**src/rtl/uart_tx_feeder_pkg.sv**
```systemverilog
`default_nettype none
// ============================================================================
//  Module      : uart_tx_feeder_pkg
//  Description : Shared types and constants for the UART transmit feeder:
//                byte type, default FIFO depth and the launch FSM states.
//  Revision    : 1.0  - initial release
// ============================================================================
package uart_tx_feeder_pkg;

    // Default number of buffered bytes in front of the transmitter.
    localparam int c_uart_fifo_depth = 16;

    typedef logic [7:0] byte_t;

    // Launch controller states. IDLE is all-zero so reset lands there.
    typedef enum logic [1:0] {
        FEED_IDLE     = 2'd0,
        FEED_LAUNCH   = 2'd1,
        FEED_WAIT_OK  = 2'd2,
        FEED_WAIT_NOK = 2'd3
    } feed_state_t;

    // Every state other than IDLE owns an in-flight byte.
    function automatic logic state_is_busy(input feed_state_t s);
        return (s != FEED_IDLE);
    endfunction

endpackage : uart_tx_feeder_pkg
`default_nettype wire

```
**src/rtl/uart_sync_fifo.sv**
```systemverilog
`default_nettype none
// ============================================================================
//  Module      : uart_sync_fifo
//  Description : Single-clock byte FIFO with occupancy counter and a sticky
//                overflow flag. No bypass: a byte written into an empty FIFO
//                is visible on head from the following cycle.
//  Ports       : clk, rst_n        clock / async active-low reset
//                push, push_data   write request and byte
//                pop               read request (ignored when empty)
//                clr_ovf           clears ovf (a same-cycle overflow wins)
//                head              byte at the read pointer
//                full, empty       level == DEPTH / level == 0
//                level             stored entries, 0..DEPTH
//                ovf               sticky, set by a push while full
//  Revision    : 1.0  - initial release
// ============================================================================
module uart_sync_fifo
    import uart_tx_feeder_pkg::*;
#(
    parameter int DEPTH = 16,
    parameter int AW    = 4
) (
    input  logic        clk,
    input  logic        rst_n,
    input  logic        push,
    input  byte_t       push_data,
    input  logic        pop,
    input  logic        clr_ovf,
    output byte_t       head,
    output logic        full,
    output logic        empty,
    output logic [AW:0] level,
    output logic        ovf
);

    localparam logic [AW:0] c_full_level = (AW+1)'(DEPTH);

    byte_t          r_mem [DEPTH];
    logic [AW-1:0]  r_wr_ptr;
    logic [AW-1:0]  r_rd_ptr;
    logic [AW:0]    r_level;
    logic           r_ovf;

    logic           w_full;
    logic           w_empty;
    logic           w_push_ok;
    logic           w_pop_ok;
    logic           w_overflow;

    assign w_full     = (r_level == c_full_level);
    assign w_empty    = (r_level == '0);
    // A push into a full FIFO is dropped even when a pop frees a slot in
    // the same cycle; the full flag is judged on the pre-edge level.
    assign w_push_ok  = push & ~w_full;
    assign w_pop_ok   = pop  & ~w_empty;
    assign w_overflow = push & w_full;

    // Storage carries no reset; only pointers and level define validity.
    always_ff @(posedge clk) begin
        if (w_push_ok) begin
            r_mem[r_wr_ptr] <= push_data;
        end
    end

    always_ff @(posedge clk or negedge rst_n) begin
        if (!rst_n) begin
            r_wr_ptr <= '0;
            r_rd_ptr <= '0;
            r_level  <= '0;
            r_ovf    <= 1'b0;
        end else begin
            if (w_push_ok) begin
                r_wr_ptr <= r_wr_ptr + AW'(1);
            end
            if (w_pop_ok) begin
                r_rd_ptr <= r_rd_ptr + AW'(1);
            end
            case ({w_push_ok, w_pop_ok})
                2'b10:   r_level <= r_level + (AW+1)'(1);
                2'b01:   r_level <= r_level - (AW+1)'(1);
                default: r_level <= r_level;
            endcase
            // Overflow takes priority over a simultaneous clear.
            if (w_overflow) begin
                r_ovf <= 1'b1;
            end else if (clr_ovf) begin
                r_ovf <= 1'b0;
            end
        end
    end

    assign head  = r_mem[r_rd_ptr];
    assign full  = w_full;
    assign empty = w_empty;
    assign level = r_level;
    assign ovf   = r_ovf;

endmodule : uart_sync_fifo
`default_nettype wire

```
**src/rtl/uart_tx_feeder.sv**
```systemverilog
`default_nettype none
// ============================================================================
//  Module      : uart_tx_feeder
//  Description : Byte buffer and launch controller in front of uart_tx.
//                Bytes are queued in a FIFO; one at a time is popped into
//                txd_in and launched with a one-cycle tx_start. The next
//                launch waits for tx_ok to rise and then fall.
//  Ports       : clk, rst_n        clock / async active-low reset
//                wr_en, wr_data    byte push from the bus side
//                tx_en             transmitter enable (shared with uart_tx)
//                tx_ok             uart_tx: high while the last bit is sent
//                clr_ovf           clears ovf_err
//                txd_in            byte to uart_tx, changes only on a pop
//                tx_start          one-cycle launch pulse
//                tx_busy           a byte is in flight
//                tx_done           one-cycle pulse on tx_ok falling
//                fifo_full/empty/level, ovf_err   buffer status
//  Revision    : 1.0  - initial release
// ============================================================================
module uart_tx_feeder
    import uart_tx_feeder_pkg::*;
#(
    parameter int DEPTH = c_uart_fifo_depth,
    parameter int AW    = 4
) (
    input  logic        clk,
    input  logic        rst_n,
    input  logic        wr_en,
    input  logic [7:0]  wr_data,
    input  logic        tx_en,
    input  logic        tx_ok,
    input  logic        clr_ovf,
    output logic [7:0]  txd_in,
    output logic        tx_start,
    output logic        tx_busy,
    output logic        tx_done,
    output logic        fifo_full,
    output logic        fifo_empty,
    output logic [AW:0] fifo_level,
    output logic        ovf_err
);

    feed_state_t r_state;
    feed_state_t w_next_state;

    byte_t       r_txd;
    logic        r_tx_start;
    logic        r_tx_done;
    logic        r_tx_ok_q;

    logic        w_pop;
    logic        w_tx_ok_fall;
    logic        w_done;
    logic        w_launch;
    byte_t       w_head;
    logic        w_empty;

    uart_sync_fifo #(
        .DEPTH (DEPTH),
        .AW    (AW)
    ) u_fifo (
        .clk       (clk),
        .rst_n     (rst_n),
        .push      (wr_en),
        .push_data (wr_data),
        .pop       (w_pop),
        .clr_ovf   (clr_ovf),
        .head      (w_head),
        .full      (fifo_full),
        .empty     (w_empty),
        .level     (fifo_level),
        .ovf       (ovf_err)
    );

    // tx_ok falling edge relative to the previous cycle's sample.
    assign w_tx_ok_fall = r_tx_ok_q & ~tx_ok;
    // Completion only counts while still enabled; an abort is silent.
    assign w_done       = (r_state == FEED_WAIT_NOK) & tx_en & w_tx_ok_fall;
    // The launch pulse is registered out of the LAUNCH cycle, so it is seen
    // by uart_tx one cycle after the pop that loaded txd_in.
    assign w_launch     = (r_state == FEED_LAUNCH) & tx_en;

    always_ff @(posedge clk or negedge rst_n) begin
        if (!rst_n) begin
            r_state <= FEED_IDLE;
        end else begin
            r_state <= w_next_state;
        end
    end

    always_comb begin
        w_next_state = r_state;
        w_pop        = 1'b0;
        case (r_state)
            FEED_IDLE: begin
                if (tx_en && !w_empty) begin
                    w_next_state = FEED_LAUNCH;
                    w_pop        = 1'b1;
                end
            end
            FEED_LAUNCH: begin
                w_next_state = tx_en ? FEED_WAIT_OK : FEED_IDLE;
            end
            FEED_WAIT_OK: begin
                if (!tx_en) begin
                    w_next_state = FEED_IDLE;
                end else if (tx_ok) begin
                    w_next_state = FEED_WAIT_NOK;
                end
            end
            FEED_WAIT_NOK: begin
                if (!tx_en || !tx_ok) begin
                    w_next_state = FEED_IDLE;
                end
            end
            default: begin
                w_next_state = FEED_IDLE;
            end
        endcase
    end

    always_ff @(posedge clk or negedge rst_n) begin
        if (!rst_n) begin
            r_txd      <= 8'h00;
            r_tx_start <= 1'b0;
            r_tx_done  <= 1'b0;
            r_tx_ok_q  <= 1'b0;
        end else begin
            // txd_in is held from the pop until the next pop, which keeps it
            // stable for the whole transmission including the tx_ok window.
            if (w_pop) begin
                r_txd <= w_head;
            end
            r_tx_start <= w_launch;
            r_tx_done  <= w_done;
            r_tx_ok_q  <= tx_ok;
        end
    end

    assign txd_in     = r_txd;
    assign tx_start   = r_tx_start;
    assign tx_done    = r_tx_done;
    assign tx_busy    = state_is_busy(r_state);
    assign fifo_empty = w_empty;

endmodule : uart_tx_feeder
`default_nettype wire
```
**config.mk**
```make
export PLATFORM = sky130hd
export DESIGN_NAME = uart_tx_feeder
export DESIGN_NICKNAME = d
export VERILOG_FILES = /design/src/rtl/uart_tx_feeder_pkg.sv /design/src/rtl/uart_sync_fifo.sv /design/src/rtl/uart_tx_feeder.sv
export SDC_FILE = /design/constraint.sdc
export NUM_CORES = 1
export LEC_CHECK = 0
export ABC_AREA = 0
export BUFFER_PORTS_ARGS = -buffer_cell sky130_fd_sc_hd__buf_2
export CORE_MARGIN = 3
export CORE_UTILIZATION = 60
export CTS_CLUSTER_SIZE = 24
export DETAILED_ROUTE_END_ITERATION = 16
export PLACE_DENSITY_LB_ADDON = 0.25
export SETUP_SLACK_MARGIN = 0.02
export SKIP_CTS_REPAIR_TIMING = 1
export SLEW_MARGIN = 40
export SYNTH_ARGS = -nofsm -noshare
export SYNTH_HDL_FRONTEND = slang
export SYNTH_HIERARCHICAL = 1
export SYNTH_SLANG_ARGS = --single-unit
export TNS_END_PERCENT = 10
```
**constraint.sdc**
```tcl
create_clock -name clk -period 3.2 [get_ports clk]
set_input_delay 0.32 -clock clk [delete_from_list [all_inputs] [get_ports clk]]
set_output_delay 0.32 -clock clk [all_outputs]
set_load 0.02 [all_outputs]
```
==> flow_summary.yaml, run 1 <==
route:
  post_drt_wl_per_cell_um: 21.4
  ant_nets: 0
  drcViolationCount: 0
  routed_via_density: 5.97
  vias: 3335
  drt_first_iter_violations: 348
  wirelength_um: 12000
  dr.pass1.iters: 5
cells_and_area:
  layout_common_cells: "edfxtp_1, buf_2, mux2i_1, dfrtp_1, o21ai_0"
  final_nets: 437
  layout_commonest_cell: "edfxtp_1"
  ff_latch_area_sq_mm: 0.00453
  drive_gt1_frac: 0.277
  area_delta_synth_final_pct: 13.4
  postLayoutCoreUtil: 0.716
  fillers: 638
  multi_input_area_sq_mm: 0.00164
  diodes: 0
sta:
  slew_headroom: 0.437
  whs_ns: 0.0411
  worstMarginPinSlew_ns: 0.841
  report.final.slew_viol_count: 0
  finalSetupViolations: 0
  rsz0062_at_grt: "no"
  min_period_ns: 2.92
  finalHoldViolCount: 0
  fin_tns_setup_ns: 0
  fin_worst_skew_ns: 0.0104
  fmax_mhz: 342
  period_share: 0.913
grt:
  grt-busiest-layer: "met2"
  grt_use_total: 0.232
  grt_pass1_wl_um: 19200
  met3_usage: 0.0812
  grt_pass1_vias: 3330
  grt_max_degree: 30
  met2_usage: 0.352
  overflow: 0
  use_met1: 0.320
  antenna_found_initial: 0
synthesis:
  synth_cells: 367
  ys_ff_latch: 155
  yosysWarningCount: 6
  synthDistinctLibCells: 39
  postSynthAreaPerCell_sq_um: 17.2
  synthesis.nets: 391
  ys_async_sr_fraction: 0.174
  yosysSeqAreaShare: 0.716
  ys.flop_type: "edfxtp_1"
  netlist_area_sq_mm: 0.00631
  synth_edf_count: 128
critical_path:
  crit_slowest_cell: "dfrtp_2"
  worst-path-max-fanout: 5
  start_kind: "flop"
  crit_top_cell: "nor2b_1"
  ff2ff_setup_slack_ns: 0.28
  crit_path_end_kind: "flop"
  required_ns: 3.61
  criticalPathCategory: "reg2reg"
  max_stage_delay_ns: 0.41
  cp_cell_sequence: "nor4_2 -> and2b_2 -> nor4b_4 -> nor2b_1 -> ha_1 -> inv_1 -> fa_1 -> nor2b_1 -> o21ai_0 -> nand3_1 -> or3b_1 -> xnor2_1"
  cp.arrival_ns: 3.34
flow_run:
  maxCapViolations: 0
cts:
  cts.sinks: 155
  clock-root-buffer: "clkbuf_8"
  cts_tree: "yes"
  clkTransAtPathRegs_ns: 0.06
  insertion_delay_ns: 0.54
  cts_buffers: 17
  clock_path_buffers: 2
  htree_num_levels: 4
die:
  fp.dieW_um: 109
  die_h_um: 109
  initial_core_util: 0.631
  pin_count: 33
  fp-row-count: 36
  dieArea_sq_mm: 0.0118
  core_area_sq_mm: 0.0100
worst_hold_path:
  hp-class: "in2reg"
placement:
  gp_congestion: 0.850
  port_buffers: 32
  hpwl_um: 7820
power_and_ir_drop:
  power_density_mw_per_mm2: 910
  leakagePower_nw: 2.60
  ir_worst_vdd_v: 0.000627
run_status:
  status: "finished clean"
==> kinds of logic after synthesis <==
kind of cell,count (synthesis),synth area share
flip-flops,155,0.716
adder cells (fa/ha/maj),10,0.0210
AO/OA/AOI/OAI,51,0.0498
multiplexers,58,0.128
buffers and inverters,27,0.0258
XOR/XNOR,10,0.0139
AND/OR/NAND/NOR,56,0.0460
==> cells in the mapped netlist, types with 2 or more instances <==
master	count	share of area
a21oi_1	11	0.0087
a221oi_1	8	0.011
a22oi_1	8	0.0095
and2_1	2	0.0020
buf_2	6	0.0048
buf_6	5	0.0089
clkbuf_1	5	0.0030
dfrtp_1	27	0.11
edfxtp_1	128	0.61
ha_1	9	0.018
inv_1	9	0.0054
mux2_2	16	0.029
mux2i_1	25	0.040
mux4_2	16	0.057
nand2_1	20	0.012
nand2b_1	2	0.0020
nand3_1	2	0.0016
nor2_1	13	0.0077
nor2b_1	4	0.0040
nor3_1	4	0.0032
o21ai_0	21	0.017
xnor2_1	7	0.0097
xor2_1	3	0.0042
==> stage by stage <==
step / area [sq um] / total power, mW / worst slack (ns) / std cells
6_report: 7160 / 6.51 / 0.278 / 559
5_1_grt: 7160 / 6.86 / 0.116 / 559
4_1_cts: 7120 / 6.56 / 0.282 / 556
3_5_place_dp: 6610 / 4.80 / 0.300 / 524
3_3_place_gp: 6610 / 4.73 / 0.356 / 524
2_1_floorplan: 6320 / 4.26 / 0.0245 / 367
==> layer usage <==
| metal | vias up | wire [um] |
|---|---|---|
| met4 | 0 | 138 |
| met2 | 127 | 6000 |
| li1 | 1513 | - |
| met1 | 1682 | 5030 |
| met5 | - | 0 |
| met3 | 13 | 802 |
==> final timing paths <==
path                                 startpoint               to  cells past startpoint
worst max-delay path            u_fifo/level[0]  u_fifo/level[4]                     12
worst min-delay path                      tx_en         tx_start                      3
worst max register to register  u_fifo/level[0]  u_fifo/level[4]                     12
worst min register to register        txd_in[2]        txd_in[2]                      1
max in group asynchronous                 rst_n  u_fifo/level[0]                      2
min in group asynchronous                 rst_n        txd_in[7]                      2
==> power by group <==
group | switching (mW) | leakage, nW | internal [mW] | total, mW
Combinational | 1.15 | 0.881 | 0.868 | 2.02
Clock | 0.782 | 0.247 | 0.956 | 1.74
Sequential | 0.245 | 1.48 | 2.51 | 2.76
Total | 2.18 | 2.60 | 4.34 | 6.51
==> state kept, by name, summed over array words and instances (netlist names) <==
name / count
u_fifo/r_wr_ptr: 4
u_fifo/r_mem: 128
txd_in: 8
u_fifo/level: 5
u_fifo/ovf: 1
tx_start: 1
tx_done: 1
u_fifo/r_rd_ptr: 4
r_tx_ok_q: 1
r_state: 2
==> critical path, delay by kind of cell, from the launching register on <==
kind	cells	cell delay, ns
buffers and inverters	1	0.11
xor gates and xnor gates	1	0.13
adders and majority gates	2	0.67
and+or+nand+nor	7	1.38
DFF	1	0.41
AOI/OAI and AO/OA	1	0.10
==> layout make-up <==
| type | count | area share |
|---|---|---|
| clock buffer | 19 | 0.0589 |
| clock inverter | 13 | 0.0131 |
| inverter | 9 | 0.00472 |
| multi-input combinational | 185 | 0.229 |
| sequential | 155 | 0.632 |
| tap | 133 | 0.0232 |
| timing repair buffer | 45 | 0.0388 |
Note: power is estimated with default switching activity, not from simulation.
==> run 2: changes to the inputs <==
==> constraint.sdc (replaced) <==
create_clock -name clk -period 3.2 [get_ports clk]
set_input_delay 0.32 -clock clk [delete_from_list [all_inputs] [get_ports clk]]
set_output_delay 0.32 -clock clk [all_outputs]
set_load 0.01 [all_outputs]
==> run 2 against run 1 <==
- global-route usage shrank 0.055 points
- setup slack got worse by 0.041 ns
- cell area increased by 0.89%
- sequential cell count unchanged
- sequential power barely moved
- worst hold slack got worse by 0.010 ns
- critical path depth is the same
- clock skew fell by 0.0027 ns
- critical endpoint unchanged
==> flow_summary.yaml, run 2 (synthesis gave the netlist of run 1 again) <==
grt:
  grt_max_degree: 28
  overflow: 0
  grt_pass1_wl_um: 19400
  antenna_found_initial: 0
  grt_use_total: 0.231
  grt_pass1_vias: 3518
worst_hold_path:
  hp-class: "in2reg"
  whs_path_depth: 2
cts:
  cts_buffers: 17
  insertion_delay_ns: 0.52
  htree_num_levels: 4
  clock-root-buffer: "clkbuf_8"
  clock_path_buffers: 2
  cts_tree: "yes"
  cts.sinks: 155
  clkTransAtPathRegs_ns: 0.06
route:
  wl_met2_um: 6030
  met1_length_um: 5070
  post_drt_wl_per_cell_um: 21.8
  dr_wl_met3_um: 803
  drt_first_iter_violations: 308
  top_layer_used: "met4"
  dr.pass1.iters: 5
  ant_nets: 0
  routed_via_density: 6.09
  vias: 3398
  wirelength_um: 12200
  drcViolationCount: 0
critical_path:
  criticalPathCategory: "reg2reg"
  crit_path_end_kind: "flop"
  start_kind: "flop"
  required_ns: 3.60
  r2r_cells: 12
  cp.arrival_ns: 3.37
  worst-path-max-fanout: 9
sta:
  finalHoldViolCount: 0
  fin_tns_setup_ns: 0
  worstMarginPinSlew_ns: 0.804
  slew_headroom: 0.462
  finalSetupViolations: 0
  report.final.slew_viol_count: 0
  min_period_ns: 2.96
  rsz0062_at_grt: "no"
  fmax_mhz: 337
  fin_worst_skew_ns: 0.00769
  period_share: 0.926
die:
  dieArea_sq_mm: 0.0118
  die_h_um: 109
  core_area_sq_mm: 0.0100
  fp-row-count: 36
  fp.dieW_um: 109
  initial_core_util: 0.631
  pin_count: 33
power_and_ir_drop:
  leakagePower_nw: 2.65
  ir_worst_vdd_v: 0.000562
  power_density_mw_per_mm2: 931
cells_and_area:
  drive_gt1_frac: 0.266
  largest_reg_flops: 128
  final_nets: 436
  area_delta_synth_final_pct: 14.4
  diodes: 0
  design_area_sq_mm: 0.00722
  largest-register: "u_fifo/r_mem"
  layout_commonest_cell: "edfxtp_1"
  layout_common_cells: "edfxtp_1, buf_2, dfrtp_1, mux2i_1, o21ai_0"
placement:
  dpl_cell_area_sq_mm: 0.00659
  port_buffers: 32
  hpwl_um: 7710
  gp_congestion: 0.759
run_status:
  status: "finished clean"
flow_run:
  maxCapViolations: 0
==> run 2: changes by cell type in the layout (fill, tap and decap cells not counted), moves of 2 or more <==
cell,delta
dfrtp_1,+4
dfrtp_2,-4
bufinv_16,+4
inv_6,-2
==> run 2: power breakdown <==
part / switching (mW) / internal (mW)
logic: 1.10 / 0.852
registers: 0.227 / 2.51
clock network: 0.777 / 1.27
total: 2.10 / 4.63
==> run 2: final timing paths <==
check / from / to / slack, ns
worst max-delay path: u_fifo/level[0] / u_fifo/level[4] / 0.24
worst min-delay path: wr_en / u_fifo/ovf / 0.03
worst max register to register: u_fifo/level[0] / u_fifo/level[4] / 0.24
worst min register to register: txd_in[0] / txd_in[0] / 0.51
max in group asynchronous: rst_n / u_fifo/r_rd_ptr[0] / 2.33
min in group asynchronous: rst_n / txd_in[1] / 0.37
==> run 2: area by class of cell <==
| cell class | instances | area [sq um] |
|---|---|---|
| inverters | 9 | 33.8 |
| repair buffers | 44 | 255 |
| fillers | 626 | 2780 |
| clock inverters | 14 | 193 |
| flip-flops and latches | 155 | 4520 |
| well taps | 133 | 166 |
| clock buffers | 18 | 418 |
| multi-input cells | 185 | 1640 |
==> run 2: layer usage <==
layer | up-vias | global-route usage
li1 | 1509 | -
met1 | 1719 | 0.306
met2 | 144 | 0.371
met3 | 26 | 0.0621
met4 | 0 | 0.0893
met5 | - | 0
==> run 2: worst max-delay path, stage by stage (launching register included) <==
cell and delay [ns]:
dfrtp_1 0.44, nor4_2 0.32, nand2_1 0.12, and2_1 0.28
inv_1 0.10, ha_1 0.24, inv_1 0.11, fa_1 0.41
nor2b_1 0.12, o21ai_0 0.11, nand3_1 0.10, or3b_1 0.37
xnor2_1 0.14
==> run 2: per-stage QoR <==
step / hold WS (ns) / power (mW) / util / std cells / setup slack (ns)
2_1_floorplan: 0.0244 / 4.18 / - / 367 / 0.124
3_3_place_gp: 0.390 / 4.62 / 0.659 / 524 / 0.390
3_5_place_dp: 0.399 / 4.69 / 0.659 / 524 / 0.296
4_1_cts: -0.165 / 6.76 / 0.720 / 556 / 0.236
5_1_grt: 0.0322 / 7.08 / 0.722 / 558 / 0.0454
6_report: 0.0306 / 6.73 / 0.722 / 558 / 0.236
